**src/rtl/param_sync_fifo.sv**
```systemverilog
// Single-clock parameterised FIFO with registered or first-word-fall-through read,
// occupancy counter, almost-full/empty thresholds and overflow/underflow pulses.
module param_sync_fifo #(
    parameter int unsigned Width           = 8,
    parameter int unsigned Depth           = 16,
    parameter int unsigned Almost_full_th  = 12,
    parameter int unsigned Almost_empty_th = 2,
    parameter bit          Fwft            = 1'b0
) (
    input  logic                     Clk,
    input  logic                     Reset_n,
    input  logic                     Wr_en,
    input  logic [Width-1:0]         Data_in,
    input  logic                     Rd_en,
    output logic [Width-1:0]         Data_out,
    output logic                     Data_valid,
    output logic                     Wr_Full,
    output logic                     Rd_Empty,
    output logic                     Almost_full,
    output logic                     Almost_empty,
    output logic [$clog2(Depth):0]   Count,
    output logic                     Overflow,
    output logic                     Underflow
);

    localparam int unsigned AW    = $clog2(Depth);
    localparam logic [AW:0] FULL_C = (AW+1)'(Depth);
    localparam logic [AW:0] AF_TH  = (AW+1)'(Almost_full_th);
    localparam logic [AW:0] AE_TH  = (AW+1)'(Almost_empty_th);

    logic [Width-1:0] mem_q [Depth];
    logic [AW:0]      wr_ptr_q, wr_ptr_d;
    logic [AW:0]      rd_ptr_q, rd_ptr_d;
    logic [AW:0]      count_q, count_d;
    logic             ovf_q, unf_q;
    logic             wr_acc, rd_acc;
    logic [Width-1:0] head;

    // All status flags come from the registered count so they move together.
    assign Wr_Full      = (count_q == FULL_C);
    assign Rd_Empty     = (count_q == '0);
    assign Almost_full  = (count_q >= AF_TH);
    assign Almost_empty = (count_q <= AE_TH);
    assign Count        = count_q;
    assign Overflow     = ovf_q;
    assign Underflow    = unf_q;

    assign head = mem_q[rd_ptr_q[AW-1:0]];

    always_comb begin
        wr_acc   = Wr_en && !Wr_Full;
        rd_acc   = Rd_en && !Rd_Empty;
        wr_ptr_d = wr_ptr_q;
        rd_ptr_d = rd_ptr_q;
        count_d  = count_q;
        if (wr_acc) begin
            wr_ptr_d = wr_ptr_q + 1'b1;
        end
        if (rd_acc) begin
            rd_ptr_d = rd_ptr_q + 1'b1;
        end
        case ({wr_acc, rd_acc})
            2'b10:   count_d = count_q + 1'b1;
            2'b01:   count_d = count_q - 1'b1;
            default: count_d = count_q;
        endcase
    end

    always_ff @(posedge Clk or negedge Reset_n) begin
        if (!Reset_n) begin
            wr_ptr_q <= '0;
            rd_ptr_q <= '0;
            count_q  <= '0;
            ovf_q    <= 1'b0;
            unf_q    <= 1'b0;
        end else begin
            wr_ptr_q <= wr_ptr_d;
            rd_ptr_q <= rd_ptr_d;
            count_q  <= count_d;
            ovf_q    <= Wr_en && Wr_Full;
            unf_q    <= Rd_en && Rd_Empty;
        end
    end

    // Storage is deliberately left out of reset.
    always_ff @(posedge Clk) begin
        if (wr_acc) begin
            mem_q[wr_ptr_q[AW-1:0]] <= Data_in;
        end
    end

    generate
        if (Fwft) begin : g_fwft
            assign Data_out   = Rd_Empty ? '0 : head;
            assign Data_valid = !Rd_Empty;
        end else begin : g_reg
            logic [Width-1:0] dout_q;
            logic             dvalid_q;

            always_ff @(posedge Clk or negedge Reset_n) begin
                if (!Reset_n) begin
                    dout_q   <= '0;
                    dvalid_q <= 1'b0;
                end else begin
                    dvalid_q <= rd_acc;
                    if (rd_acc) begin
                        dout_q <= head;
                    end
                end
            end

            assign Data_out   = dout_q;
            assign Data_valid = dvalid_q;
        end
    endgenerate

endmodule

```
**config.mk**
```make
export PLATFORM = sky130hd
export DESIGN_NAME = param_sync_fifo
export DESIGN_NICKNAME = d
export VERILOG_FILES = /design/src/rtl/param_sync_fifo.sv
export SDC_FILE = /design/constraint.sdc
export NUM_CORES = 1
export LEC_CHECK = 0
export ABC_AREA = 1
export CORE_MARGIN = 4
export CORE_UTILIZATION = 35
export DETAILED_ROUTE_END_ITERATION = 10
export PLACE_DENSITY = 0.55
export SETUP_SLACK_MARGIN = 0.1
export SYNTH_ARGS = -nofsm -noshare
export SYNTH_HDL_FRONTEND = slang
export SYNTH_SLANG_ARGS = --single-unit
```
**constraint.sdc**
```tcl
create_clock -name Clk -period 3.1 [get_ports Clk]
set_clock_uncertainty 0.2 [all_clocks]
set_input_delay 0.775 -clock Clk [delete_from_list [all_inputs] [get_ports Clk]]
set_output_delay 0.775 -clock Clk [all_outputs]
set_load 0.01 [all_outputs]
```
==> metrics.txt <==
EDFF count, synth 128; via count between 4k and 5k; largest net degree at the start of global routing 67; post-synthesis sequential area ratio between 60% and 70%; Post-Place Setup Slack around 180 ps; Worst-path clk slew approximately 60 ps; CTS tree yes; total congestion overflow 0; Synth Area per Inst 9.973 sq um; GRT busiest layer met2; synth top area cells edfxtp_1 (57%), nand2_1 (12%), dfrtp_1 (8.9%); Top FF cell, synth edfxtp_1; final setup violation count 0; deepest clock path buffer count 2; met2 global-route usage between 20% and 30%; Pins Over Slew Limit 0; # IOs 32; post-cts gate resize count 0; leading area contributor after synthesis edfxtp_1; worst vdd ir between 0.4 and 0.5 mV; fmax 0.3531 GHz; startpoint type of the worst setup path register; number of global-route vias before repair roughly 4.4k; CP max FO 5; TritonCTS buffer count 17; Min Clock Period, post-route around 2800 ps; FF+latch count, synth between 150 and 200; crit path DAT 1860 ps; Hold Path Depth 2; drt first pass iters 5; RSZ-0062 raised after global routing no; # diodes 0; LEAKAGE 3.549 nW; WS Path Type register to primary output; Routed WL around 15000 um; Detailed Route Iter0 Violations between 400 and 500; P_sw between 2 and 3 mW; PwrDens 896.7 mW/mm^2; antenna viol nets, final 0; Die Footprint about 0.022 sq mm; worst-skew pair later-pin latency about 420 ps; first-pass GRT wire length around 25000 um; Starting Density a little over a third; Port Buf Inserts 31; Synth Cell Area 0.006751 sq mm; H-tree Lvls 4; CTS Hold Bufs 0; warnings from Yosys 0; Placeable Area ~0.019 sq mm; Flop pwr share 38.1%; Pint between 4 and 5 mW; DIE WIDTH 146.9 um; Clock Power Share a little over a quarter; post-synth top area share 56.93%; async set or reset register ratio after synthesis 15.79%; routability-driven placement congestion ratio 0.8640; top post-synthesis cells by count nand2_1 (222), edfxtp_1 (128), inv_1 (120), nand3_1 (102), dfrtp_1 (24); drt drc 0; Hold Fails Final Rpt 0; postcts setup bufs 0; Die H roughly 150 um; hpwl dp slightly above 10000 um; final setup margin around 270 ps; FP Rows 50; most frequent cell after synthesis nand2_1; part of the cycle the worst path needs between 90% and 100%; share of cells above drive strength 1 between 8 and 9%; CP Capture Type primary output; initial antenna violation count 0; Slew headroom between 50% and 60%; wire per inst roughly 15 um; power share of the combinational group ~36%; nets@finish 750; vias per cell around 4.6; met3 Usage GRT ~2.6%; setup tns final 0 ps; Post-Synthesis Cells between 600 and 700; R2R cell count 14; WP data required 2120 ps; Root Buffer clkbuf_16; worst hold path type register to register; Syn Nets between 600 and 700; Clock Sinks ~150; status completed; max_cap viols 0; Synth cell types 22; slew of the pin with the lowest slew margin around 730 ps; met1 usage a little under a fifth; Synth-to-Final Area Change 18.50%; total track usage approximately 15%; Sw Share between 30% and 40%
cell families (layout without fill, tap and decap cells):
logic type	count (synthesis)	after routing	share of synthesized area (%)
buffers and inverters	149	213	9.118
DFF	152	152	65.83
xor gates and xnor gates	10	10	1.297
and+or+nand+nor	348	348	21.35
adders and majority gates	9	9	1.668
AOI/OAI and AO/OA	9	9	0.7413
final timing paths:
| check | endpoint | slack (ps) | from |
|---|---|---|---|
| worst max-delay path | Rd_Empty | 270 | Count[3] |
| min in group asynchronous | Count[1] | 520 | Reset_n |
| worst min-delay path | Data_out[2] | 290 | Data_out[2] |
| max in group asynchronous | rd_ptr_q[0] | 1920 | Reset_n |
| worst max register to register | Count[4] | 580 | Count[3] |
| worst min register to register | Data_out[2] | 290 | Data_out[2] |
routing by layer:
layer,share of wire [%],wire length [um]
met2,50,7660
met4,2.7,410
met3,4.0,609
met1,43,6548
met5,0,0
worst max-delay path: stages, from the launching register on:
cell and delay [ps]:
dfrtp_1 460, nor2_2 180, nand4_1 160, inv_1 100, clkdlybuf4s50_1 540
state kept, by name, indices dropped and copies added, names as in the netlist:
register    flops
Data_valid      1
Underflow       1
Count           5
wr_ptr_q        4
rd_ptr_q        4
mem_q         128
Overflow        1
Data_out        8
metrics by stage:
stage | area (sq um) | hold slack [ps] | power [mW] | cells | utilization, %
3_5_place_dp | 7461 | 277.2 | 5.341 | 970 | 39.62
5_1_grt | 8000 | 342.5 | 7.654 | 1001 | 42.49
2_1_floorplan | 6751 | 279.4 | 4.422 | 677 | -
4_1_cts | 8000 | 294.7 | 7.239 | 1001 | 42.49
3_3_place_gp | 7461 | 271.8 | 5.278 | 970 | 39.62
6_report | 8000 | 286.6 | 7.174 | 1001 | 42.49
cell type report:
type,instances,area (sq um)
fill,1819,10830
clock buffer,19,432.9
clock inverter,12,106.4
tap,260,325.3
timing repair buffer,60,540.5
multi-input combinational,376,1692
sequential,152,4446
inverter,122,457.9
power groups by stage:
stage | Combinational [mW] | Sequential (mW) | Clock (mW)
6_report | 2.55 | 2.74 | 1.89
5_1_grt | 2.87 | 2.77 | 2.01
4_1_cts | 2.58 | 2.74 | 1.92
3_5_place_dp | 2.56 | 2.78 | 0
3_3_place_gp | 2.51 | 2.77 | 0
2_1_floorplan | 1.67 | 2.76 | 0
placed cells by master (no fill, tap or decap), drive strengths merged:
cell type,count
nor2,22
xor2,9
inv,121
clkinv,8
nand3,102
a21oi,2
ha,9
bufinv,1
dfrtp,24
nand2,222
clkdlybuf4s50,31
clkbuf,19
xnor2,1
edfxtp,128
clkinvlp,4
o21ai,5
o21bai,1
buf,29
nand4,2
a21boi,1
No activity file was read; power rests on OpenSTA's default activity.
